`config.mk`:
```
export PLATFORM = sky130hd
export DESIGN_NAME = micro_sequencer
export DESIGN_NICKNAME = d
export VERILOG_FILES = /design/src/rtl/micro_sequencer.sv
export SDC_FILE = /design/constraint.sdc
export NUM_CORES = 1
export LEC_CHECK = 0
export ABC_AREA = 1
export CORE_MARGIN = 2
export CORE_UTILIZATION = 30
export CTS_CLUSTER_DIAMETER = 40
export DETAILED_ROUTE_END_ITERATION = 8
export HOLD_SLACK_MARGIN = 0.08
export SETUP_SLACK_MARGIN = 0.05
export SYNTH_ARGS = -nofsm -noshare
export SYNTH_HDL_FRONTEND = slang
export SYNTH_SLANG_ARGS = --single-unit
```
`constraint.sdc`:
```
create_clock -name MICRO_SEQUENCER_CLOCK_50 -period 1.4 [get_ports MICRO_SEQUENCER_CLOCK_50]
set_input_delay 0.21 -clock MICRO_SEQUENCER_CLOCK_50 [delete_from_list [all_inputs] [get_ports MICRO_SEQUENCER_CLOCK_50]]
set_output_delay 0.21 -clock MICRO_SEQUENCER_CLOCK_50 [all_outputs]
set_load 0.05 [all_outputs]
```
`src/rtl/micro_sequencer.sv`:
```
// Microprogram sequencer: microPC/PSR registers, next-address selection and
// the memory request/acknowledge stall with timeout-to-halt.
module micro_sequencer #(
    parameter int unsigned MICRO_SEQUENCER_ADDR    = 11,
    parameter int unsigned MICRO_SEQUENCER_PSR     = 4,
    parameter int unsigned MICRO_SEQUENCER_TIPO    = 2,
    parameter int unsigned MICRO_SEQUENCER_TIMEOUT = 16
) (
    input  logic                               MICRO_SEQUENCER_CLOCK_50,
    input  logic                               MICRO_SEQUENCER_ResetInLow_In,
    input  logic [MICRO_SEQUENCER_TIPO-1:0]    MICRO_SEQUENCER_Tipo_InBus,
    input  logic [MICRO_SEQUENCER_ADDR-1:0]    MICRO_SEQUENCER_JumpAddr_InBus,
    input  logic [7:0]                         MICRO_SEQUENCER_IROp_InBus,
    input  logic                               MICRO_SEQUENCER_MemAccess_In,
    input  logic                               MICRO_SEQUENCER_MemAck_In,
    input  logic                               MICRO_SEQUENCER_Halt_In,
    input  logic                               MICRO_SEQUENCER_PsrLoad_In,
    input  logic [MICRO_SEQUENCER_PSR-1:0]     MICRO_SEQUENCER_AluFlags_InBus,
    output logic [MICRO_SEQUENCER_ADDR-1:0]    MICRO_SEQUENCER_CsAddr_OutBus,
    output logic [MICRO_SEQUENCER_PSR-1:0]     MICRO_SEQUENCER_Psr_OutBus,
    output logic                               MICRO_SEQUENCER_MemReq_Out,
    output logic                               MICRO_SEQUENCER_Stall_Out,
    output logic                               MICRO_SEQUENCER_Halted_Out,
    output logic                               MICRO_SEQUENCER_Error_Out
);

    localparam int unsigned CNT_W = (MICRO_SEQUENCER_TIMEOUT > 2) ? $clog2(MICRO_SEQUENCER_TIMEOUT) : 1;
    localparam logic [CNT_W-1:0] CNT_LAST = CNT_W'(MICRO_SEQUENCER_TIMEOUT - 1);

    typedef enum logic [1:0] {
        RUN     = 2'b00,
        MEMWAIT = 2'b01,
        HALT    = 2'b10,
        BAD     = 2'b11
    } state_t;

    state_t                          state;
    logic [CNT_W-1:0]                cnt;
    logic [MICRO_SEQUENCER_ADDR-1:0] upc;
    logic [MICRO_SEQUENCER_ADDR-1:0] next_addr;
    logic [MICRO_SEQUENCER_PSR-1:0]  psr;
    logic                            mem_req;
    logic                            err;
    logic                            stall;

    // Decode target: 1, op[1:0], op3[5:0], 00 -- narrow/wide address widths are padded/truncated.
    logic [10:0] decode_addr;
    assign decode_addr = {1'b1, MICRO_SEQUENCER_IROp_InBus, 2'b00};

    always_comb begin
        next_addr = upc + 1'b1;
        case (MICRO_SEQUENCER_Tipo_InBus[1:0])
            2'b01:   next_addr = MICRO_SEQUENCER_JumpAddr_InBus;
            2'b10:   next_addr = MICRO_SEQUENCER_ADDR'(decode_addr);
            default: next_addr = upc + 1'b1;
        endcase
    end

    always_comb begin
        stall = 1'b0;
        case (state)
            RUN:     stall = MICRO_SEQUENCER_Halt_In | MICRO_SEQUENCER_MemAccess_In;
            MEMWAIT: stall = ~MICRO_SEQUENCER_MemAck_In;
            default: stall = 1'b1;
        endcase
    end

    always_ff @(posedge MICRO_SEQUENCER_CLOCK_50 or negedge MICRO_SEQUENCER_ResetInLow_In) begin
        if (!MICRO_SEQUENCER_ResetInLow_In) begin
            state   <= RUN;
            cnt     <= '0;
            upc     <= '0;
            psr     <= '0;
            mem_req <= 1'b0;
            err     <= 1'b0;
        end else begin
            if (MICRO_SEQUENCER_PsrLoad_In && !stall)
                psr <= MICRO_SEQUENCER_AluFlags_InBus;
            case (state)
                RUN: begin
                    if (MICRO_SEQUENCER_Halt_In) begin
                        state <= HALT;
                    end else if (MICRO_SEQUENCER_MemAccess_In) begin
                        state   <= MEMWAIT;
                        mem_req <= 1'b1;
                        cnt     <= '0;
                    end else begin
                        upc <= next_addr;
                    end
                end
                MEMWAIT: begin
                    // Ack is tested first so it wins over a coincident timeout.
                    if (MICRO_SEQUENCER_MemAck_In) begin
                        upc     <= next_addr;
                        mem_req <= 1'b0;
                        state   <= RUN;
                    end else if (cnt == CNT_LAST) begin
                        mem_req <= 1'b0;
                        err     <= 1'b1;
                        state   <= HALT;
                    end else begin
                        cnt <= cnt + 1'b1;
                    end
                end
                HALT: ;
                default: state <= HALT;
            endcase
        end
    end

    assign MICRO_SEQUENCER_CsAddr_OutBus = upc;
    assign MICRO_SEQUENCER_Psr_OutBus    = psr;
    assign MICRO_SEQUENCER_MemReq_Out    = mem_req;
    assign MICRO_SEQUENCER_Stall_Out     = stall;
    assign MICRO_SEQUENCER_Halted_Out    = (state == HALT);
    assign MICRO_SEQUENCER_Error_Out     = err;

endmodule

```
# == Yosys cells after proc, flatten, opt, wreduce, memory -nomap -nowiden ==
# Cells that the tools add are included.
# word_totals
elab_cells,54
out_inout_bits,19
inputBits,31
register_bits,23
# op_classes
n_reduce_logical,9
add_sub_neg,2
n_mux,21
n_bitwise,3
eq_ne,13
# op_table
op,n
case mux 11 bit (2 select lines),2
two-way mux 11 bit,3
two-way mux 4 bit,4
!= test 2 bit (second input constant),6
adder 11 x 1 -> 11 bit (second input constant),1
two-way mux 2 bit,4
case mux 4 bit (2 select lines),1
AND reduction 4 bit,2
!= test 3 bit (second input constant),2
case mux 2 bit (3 select lines),1
AND reduction 3 bit,2
AND reduction 5 bit,1
adder 4 x 1 -> 4 bit (second input constant),1
equality test 2 x 1 -> 1 bit (second input constant),2
equality test 2 bit (second input constant),2
equality test 4 bit (second input constant),1
two-way mux 1 bit,4
case mux 1 bit (2 select lines),2
zero test 2 bit,1
NOT 1 bit,2
nonzero test 2 bit,1
logical AND 1 bit,1
zero test 1 bit,1
OR 1 bit,1

# == Depth between registers and ports, before layout ==
# Gate-level depths: netlist of the first run.
# logic_depth
word_depth,5
ltp_mapped,9
ltp_nobuf,8

# == Worst setup path after synthesis of the first run ==
# No wires, ideal clock.
# synth_timing
kind,register -> register
from,"reg upc[1], in the netlist MICRO_SEQUENCER_CsAddr_OutBus[1]"
to,"reg upc[6], in the netlist MICRO_SEQUENCER_CsAddr_OutBus[6]"
synth_period_minus_slack_ns,1.616
n_path_buf,0
stages_incl_launch_ff,9
arrival_ns,1.497
slack_ns,-0.216
required_time_ns,1.282
setup_ns,0.118
path_cell_list,dfrtp_1 ha_1 nand2_1 nor2_2 nand2_1 nand3_1 nand2_1 nand2_1 nand2_1
# synth_between
elab_chain_len,5
word_cells_on_any_way,6
cone_classes,1 x add/sub; 5 x mux
# synth_rtl
element,line,source
start: declaration,39,logic [MICRO_SEQUENCER_ADDR-1:0] upc;
start signal: assignment,88,upc <= next_addr;
start signal: assignment,94,upc <= next_addr;
adder 11 x 1 -> 11 bit (*),55,default: next_addr = upc + 1'b1;
case mux 11 bit (2 select lines) (*),52,case (MICRO_SEQUENCER_Tipo_InBus[1:0])
two-way mux 11 bit,83,end else if (MICRO_SEQUENCER_MemAccess_In) begin
two-way mux 11 bit,81,if (MICRO_SEQUENCER_Halt_In) begin
case mux 11 bit (2 select lines) (*),79,case (state)
# Every way passes the cells marked *; elsewhere a longest branch is shown, timed or not. The select of a mux whose other input is x is not followed.
# A chain may end at the register's enable or synchronous reset.

# == Worst setup path after layout of the first run ==
# layout_timing
from,reg state[1]
to,out MICRO_SEQUENCER_Stall_Out
# layout_between
elab_chain_len,2
word_cells_on_any_way,3
cone_classes,1 x eq/ne; 1 x mux; 1 x reduce/logical
# layout_rtl
element,line,source
start: declaration,37,state_t state;
start signal: assignment,70,state <= RUN;
start signal: assignment,82,state <= HALT;
start signal: assignment,84,state <= MEMWAIT;
equality test 2 x 1 -> 1 bit / zero test 2 bit (equally long branches),61,case (state)
case mux 1 bit (2 select lines) (*),61,
end: declaration,22,"output logic MICRO_SEQUENCER_Stall_Out,"
# Every way passes the cells marked *; elsewhere a longest branch is shown, timed or not.

==> results by group, run 1 <==
Drt
  – TritonRoute pass-1 iters: 4
  – Vias per std cell: 4.440
  – Final ANT Viol Nets: 0
  – # DRC: 0
  – Via count: 1,545
  – Post-DR wirelength/cell: 11.55 µm
  – Detailed Route WL: 4.018 mm
  – Initial DRC Count: 59

Final layout
  – Share of cells above drive strength 1: 0.3488
  – Fillcell total: 457
  – Final net count: 317
  – Synth-to-layout area growth: 73.80%
  – Final cell count without fillers: 348
  – Ant. Diodes: 0

Power and ir drop
  – Leak: 1.162 nW
  – Clk pwr share: 0.217
  – Sw frac: 0.3424
  – Power Density: 758.4 nW/µm²
  – Part of the power in combinational logic: 0.364
  – Tot Pwr: 0.001958 W
  – Peak supply drop: 0.4531 mV
  – Sequential share of power: 0.419
  – Int Pwr: 0.001287 W
  – Switching pwr: 0.0006702 W

STA
  – Fin Hold WS: 0.2985 ns
  – Setup violators final: 9
  – Fmax: 0.6619 GHz
  – Setup Skew: 0.002078 ns
  – Fin. max-slew vios: 0
  – Setup ws final: -0.1108 ns
  – Relative slew margins: 0.7916
  – RSZ-0062 raised after global routing: true
  – Min Clock Period, post-route: 1.511 ns
  – Final hold vios: 0
  – Final period util: 1.079
  – Worst-Margin Slew: 0.3114 ns

Clocking
  – Clk root buf: clkbuf_8
  – Worst-Skew Late Latency: 0.26 ns
  – Sink Count: 23
  – Hold buffers post-CTS: 0
  – H-tree levels: 1
  – CTS max path bufs: 2
  – CTS clk-pin slew, worst paths: 0.09 ns
  – CTS Buf Count: 3
  – CTS tree: yes

Yosys
  – Post-Syn Nets: 241
  – Synthesis-stage register bit count: 23
  – Sequential area share after synthesis: 0.3875
  – Top cells by area, synth: dfrtp_1, nand2_1, nand3_1
  – Yosys warnings: 0
  – Mapped Cells: 206
  – Area fraction of the dominant cell type after synthesis: 0.3875
  – Syn Area/Cell: 7.210 µm²
  – Yosys top cell by area: dfrtp_1
  – Area of the mapped netlist: 1485 µm²
  – Count of different cell masters after synthesis: 24

Placement
  – DP Wirelength: 2.927 mm
  – RePlAce Congestion: 0.8513
  – Dpl ws: -0.3527 ns
  – Port Buf Inserts: 49
  – Placed Instances: 335

Setup path
  – Worst-path maximum fanout: 3
  – CP startpoint kind: flip-flop
  – Crit end category: primary output
  – Critical Path RT: 1.19 ns
  – Worst Path Arrival: 1.30 ns
  – Crit Path Category: flip-flop to primary output

Min path
  – Hold Crit Class: primary input to asynchronous set/reset pin

Flow run
  – MaxCap Viol Count: 0

GRT
  – GR Overflow Total: 0
  – All-Layer GR Usage: 0.1599
  – Vias in the first global route: 1,533
  – First-pass GRT wire length: 6.900 mm
  – Initial antenna violation count: 0
  – Pin count of the biggest net entering global routing: 24

Run status
  – Status: finished with violations
  – Failing checks: negative setup slack

Die
  – Die footprint: 5529 µm²
  – I/O Pins: 50
  – Row Count: 25
  – DIE WIDTH: 74.36 µm
  – Initial core utilization: 0.3124
  – Die Y: 74.36 µm
  – Core area: 4755 µm²
## worst max-delay path, stage by stage (launching register included)
cell and delay [ns]:
dfrtp_2 0.45, inv_2 0.10, nand2_4 0.06, nor2_4 0.11, nand2_4 0.06, nand2_4 0.08, inv_6 0.04, buf_12 0.14
## cells by family (layout without fill, tap and decap cells)
kind of cell             after synthesis  count (layout)  synth area share
AO/OA/AOI/OAI                         29              29            0.1238
buffers and inverters                 30             105           0.08930
AND/OR/NAND/NOR                      119             119            0.3597
XOR/XNOR                               1               1          0.005898
adder cells (fa/ha/maj)                4               4           0.03370
flip-flops                            23              23            0.3875
## layout by cell type (no fill, tap or decap)
cell and n:
nand2_1 52, clkdlybuf4s50_1 28, buf_4 23, nand3_1 20, buf_12 20, nor2_1 19
dfrtp_1 16, inv_1 16, nand2_2 12, inv_2 9, dfrtp_2 7, a21oi_1 7
o21ai_1 5, a21oi_2 5, nand2_4 4, nor2_4 4, o21ai_0 4, nor2_2 3
a22oi_1 3, nand4_1 3, o21bai_1 3, clkbuf_8 3, nor3_1 2, ha_4 2
dlygate4sd2_1 2, inv_6 1, o211ai_1 1, a22oi_2 1, xor2_1 1, ha_1 1
ha_2 1, clkinv_2 1, buf_16 1, buf_6 1
## power by group through the flow
stage,sequential [W],combinational [W],clock (W)
floorplan,0.000960,0.000174,0
global placement,0.000832,0.000689,0
detailed placement,0.000832,0.000693,0
CTS,0.000819,0.000701,0.000440
global route,0.000831,0.000768,0.000464
finish,0.000820,0.000712,0.000425
## metrics by stage
step	TNS, ns	utilization	area, µm²
final	-0.5014	0.5429	2581
after global routing	-1.991	0.5429	2581
after CTS	-0.6955	0.5316	2527
after detailed placement	-3.603	0.5011	2382
after global placement	-3.316	0.5011	2382
after floorplan	0	-	1513
## Yosys cell counts, drive strengths merged
library cell,n
nand3,20
nor3,2
buf,4
nand2,68
dfrtp,23
xor2,1
a21oi,12
o21ai,9
nand4,3
o211ai,1
o21bai,3
inv,26
a22oi,4
ha,4
nor2,26
## metal layers
metal  routed length [µm]  part of all wire  GRT usage  vias to the layer above
met5                    0                 0          0                        -
met4                   39            0.0097    0.04167                        0
met3                  215             0.054    0.03117                        4
met2                 1979              0.49     0.2714                       36
met1                 1784              0.44     0.2089                      698
li1                     -                 -          -                      807
## layout make-up
cell class | count | area (µm²) | area share
sequential | 23 | 584.3 | 0.2264
tap | 67 | 83.83 | 0.03248
clock buffer | 3 | 41.29 | 0.01600
inverter | 26 | 102.6 | 0.03975
timing repair buffer | 75 | 909.6 | 0.3524
multi-input combinational | 153 | 854.6 | 0.3311
clock inverter | 1 | 5.005 | 0.001939
## final timing paths
kind,from,end,slack [ns],depth (start not counted)
max in group asynchronous,MICRO_SEQUENCER_ResetInLow_In,MICRO_SEQUENCER_CsAddr_OutBus[1],0.84,2
min in group MICRO_SEQUENCER_CLOCK_50,MICRO_SEQUENCER_AluFlags_InBus[2],MICRO_SEQUENCER_Psr_OutBus[2],0.50,3
hold / removal,MICRO_SEQUENCER_ResetInLow_In,MICRO_SEQUENCER_MemReq_Out,0.30,2
setup reg to reg,state[1],MICRO_SEQUENCER_CsAddr_OutBus[6],-0.08,11
hold reg to reg,MICRO_SEQUENCER_Psr_OutBus[3],MICRO_SEQUENCER_Psr_OutBus[3],0.54,2
setup / recovery,state[1],MICRO_SEQUENCER_Stall_Out,-0.11,7
## sequential cells by signal (all words and copies together), names as in the netlist
name,count
MICRO_SEQUENCER_CsAddr_OutBus,11
MICRO_SEQUENCER_Psr_OutBus,4
cnt,4
state,2
MICRO_SEQUENCER_Error_Out,1
MICRO_SEQUENCER_MemReq_Out,1
## repair_timing
action	CTS	global route
setup buffers	7	2
gates resized for setup	12	16
setup endpoints to repair	17	23
gates cloned	1	0
pin swaps	5	8
hold endpoints to repair	0	0
Note: power is estimated with default switching activity, not from simulation.
==> run 2: changes to the inputs <==
--- a/config.mk
+++ b/config.mk
@@ -6,11 +6,13 @@
 export NUM_CORES = 1
 export LEC_CHECK = 0
 export ABC_AREA = 1
+export ABC_CLOCK_PERIOD_IN_PS = 1400
 export CORE_MARGIN = 2
 export CORE_UTILIZATION = 30
 export CTS_CLUSTER_DIAMETER = 40
 export DETAILED_ROUTE_END_ITERATION = 8
 export HOLD_SLACK_MARGIN = 0.08
+export PLACE_DENSITY = 0.58
 export SETUP_SLACK_MARGIN = 0.05
 export SYNTH_ARGS = -nofsm -noshare
 export SYNTH_HDL_FRONTEND = slang
==> results by group, run 2 (same netlist as run 1, synthesis figures left out) <==
Setup path
  – Crit Reg-Reg Startpoint: state[1]
  – RR Endpoint: MICRO_SEQUENCER_CsAddr_OutBus[4]
  – CP max stage cell: dfrtp_2
  – Buf/Inv on CP: 3 (unchanged)
  – Crit end category: primary output
  – Slowest stage delay, CP: 0.45 ns (about the same)
  – Worst setup path start: state[1]
  – WP depth: 7 (unchanged)
  – Worst reg2reg path depth: 9 (-2)
  – CP startpoint kind: flip-flop
  – Worst-path maximum fanout: 3 (unchanged)
  – Crit path to: MICRO_SEQUENCER_Stall_Out
  – Reg2reg setup slack: -0.05 ns (+0.03 ns)
  – Most used cell, CP: nand2_4
  – CP top delay family: flip-flops
  – Worst Path Arrival: 1.31 ns (about the same)
  – Critical Path RT: 1.19 ns (about the same)
  – Crit-path cells: inv_2, nand2_4, nor2_4, nand2_4, nand2_4, inv_6, buf_12
  – Crit Path Category: flip-flop to primary output

STA
  – Fin Hold WS: 0.2893 ns (-0.009141 ns)
  – Final period util: 1.085 (+0.006033)
  – Fmax: 0.6582 GHz (-0.56%)
  – RSZ-0062 raised after global routing: true
  – Setup Skew: 0.003213 ns (+0.001135 ns)
  – Final hold vios: 0 (unchanged)
  – Worst-Margin Slew: 0.3059 ns (-0.005526 ns)
  – Min Clock Period, post-route: 1.519 ns (+0.008446 ns)
  – Setup ws final: -0.1192 ns (-0.008446 ns)
  – Setup violators final: 10 (+1)
  – Setup TNS Final: -0.3827 ns (+0.1188 ns)
  – Relative slew margins: 0.7961 (+0.004451)
  – Fin. max-slew vios: 0 (unchanged)

Drt
  – TritonRoute pass-1 iters: 4 (unchanged)
  – Detailed Route WL: 4.073 mm (+1.4%)
  – Vias per std cell: 4.532 (+2.1%)
  – Final ANT Viol Nets: 0 (unchanged)
  – Via count: 1,568 (+1.5%)
  – Post-DR wirelength/cell: 11.77 µm (+2.0%)
  – # DRC: 0 (unchanged)
  – Initial DRC Count: 32 (-46%)

Clocking
  – Clk root buf: clkbuf_8
  – H-tree levels: 1 (unchanged)
  – Worst-Skew Late Latency: 0.27 ns (about the same)
  – CTS max path bufs: 2 (unchanged)
  – CTS tree: yes
  – CTS Buf Count: 3 (unchanged)
  – Sink Count: 23 (unchanged)
  – Hold buffers post-CTS: 0 (unchanged)
  – CTS clk-pin slew, worst paths: 0.09 ns (about the same)

GRT
  – First-pass GRT wire length: 6.672 mm (-3.3%)
  – GR Overflow Total: 0 (unchanged)
  – Initial antenna violation count: 0 (unchanged)
  – Vias in the first global route: 1,493 (-2.6%)
  – Pin count of the biggest net entering global routing: 24 (unchanged)
  – All-Layer GR Usage: 0.1553 (-0.004620)

Die
  – Row Count: 25 (unchanged)
  – Initial core utilization: 0.3124 (unchanged)
  – DIE WIDTH: 74.36 µm (unchanged)
  – Die Y: 74.36 µm (unchanged)
  – I/O Pins: 50 (unchanged)
  – Core area: 4755 µm² (unchanged)
  – Die footprint: 5529 µm² (unchanged)

Final layout
  – Most frequent cells in the layout: nand2_1, clkdlybuf4s50_1, nand3_1, buf_12, buf_4
  – Synth-to-layout area growth: 73.88% (about the same)
  – Fin util: 0.5432 (about the same)
  – Fillcell total: 451 (-1.3%)
  – Most common cell after layout, fill and taps aside: nand2_1
  – Flip-flop count of the largest register after layout: 11 (unchanged)
  – Final Cell Area: 2582 µm² (about the same)
  – Share of cells above drive strength 1: 0.3441 (-0.004668)
  – Final net count: 315 (-0.63%)
  – Ant. Diodes: 0 (unchanged)

Power and ir drop
  – Leak: 1.177 nW (+1.4%)
  – Tot Pwr: 0.001962 W (+0.22%)
  – Power Density: 759.6 nW/µm² (+0.17%)
  – Peak supply drop: 0.3042 mV (-33%)

Run status
  – Failing checks: negative setup slack
  – Status: finished with violations

Placement
  – Port Buf Inserts: 49 (unchanged)
  – DP Wirelength: 2.821 mm (-3.6%)
  – RePlAce Congestion: 0.8625 (+1.3%)
  – Placed cell areas: 2345 µm² (-1.6%)

Flow run
  – MaxCap Viol Count: 0 (unchanged)

Min path
  – Hold Crit Class: primary input to asynchronous set/reset pin
==> run 2: changes by cell type in the layout (fill, tap and decap cells not counted), sizes merged <==
| cell | previous run | this run |
|---|---|---|
| dlymetal6s2s | 0 | 2 |
| dlygate4sd2 | 2 | 0 |
| bufbuf | 0 | 1 |
| buf | 45 | 42 |
==> run 2: metal layers <==
metal  part of all wire  global-route usage  up-vias
met4             0.0066             0.03571        0
li1                   -                   -      804
met5                  0                   0        -
met1               0.44              0.1933      718
met2               0.51              0.2763       42
met3              0.045             0.03117        4
==> run 2: report_power, final <==
part / switching [W] / internal, W / leakage (nW)
clock network: 0.000230 / 0.000199 / 0.0255
logic: 0.000350 / 0.000362 / 0.873
registers: 0.0000951 / 0.000726 / 0.278
total: 0.000675 / 0.00129 / 1.18
==> run 2: layout make-up <==
cell class,count,area [µm²],share of cell area
clock inverter,1,5.005,0.001938
sequential,23,584.3,0.2263
tap,67,83.83,0.03246
inverter,26,102.6,0.03973
timing repair buffer,73,904.6,0.3503
multi-input combinational,153,860.8,0.3333
clock buffer,3,41.29,0.01599
==> run 2: what timing repair did <==
item                                    CTS  global route
endpoints found under the hold margin     0             0
buffers inserted                          6             6
pin swaps                                 3             5
endpoints found under the setup margin   18            23
cloned                                    2             0
gates resized for setup                  10            16
==> run 2: how the worst min path moves through the flow <==
stage | start | end | slack [ns] | cells past startpoint
final | MICRO_SEQUENCER_ResetInLow_In | MICRO_SEQUENCER_MemReq_Out | 0.29 | 2
after detailed placement | MICRO_SEQUENCER_Psr_OutBus[0] | MICRO_SEQUENCER_Psr_OutBus[0] | 0.52 | 2
after global placement | MICRO_SEQUENCER_Psr_OutBus[2] | MICRO_SEQUENCER_Psr_OutBus[2] | 0.52 | 2
after CTS | MICRO_SEQUENCER_ResetInLow_In | MICRO_SEQUENCER_MemReq_Out | 0.30 | 2
after floorplan | MICRO_SEQUENCER_ResetInLow_In | MICRO_SEQUENCER_CsAddr_OutBus[0] | -0.09 | 0
after global routing | MICRO_SEQUENCER_ResetInLow_In | MICRO_SEQUENCER_MemReq_Out | 0.32 | 2
==> run 2: stage by stage <==
step | instances | setup slack, ns
6_report | 346 | -0.1192
5_1_grt | 346 | -0.1654
4_1_cts | 342 | -0.1447
3_5_place_dp | 330 | -0.3738
3_3_place_gp | 330 | -0.3495
2_1_floorplan | 206 | 0.05530
==> run 3: changes to the inputs <==
--- a/config.mk
+++ b/config.mk
@@ -7,6 +7,7 @@
 export LEC_CHECK = 0
 export ABC_AREA = 1
 export ABC_CLOCK_PERIOD_IN_PS = 1400
+export CAP_MARGIN = 20
 export CORE_MARGIN = 2
 export CORE_UTILIZATION = 30
 export CTS_CLUSTER_DIAMETER = 40
==> results of run 3 <==
The final DEF is identical to that of run 2; final timing and power are the same.
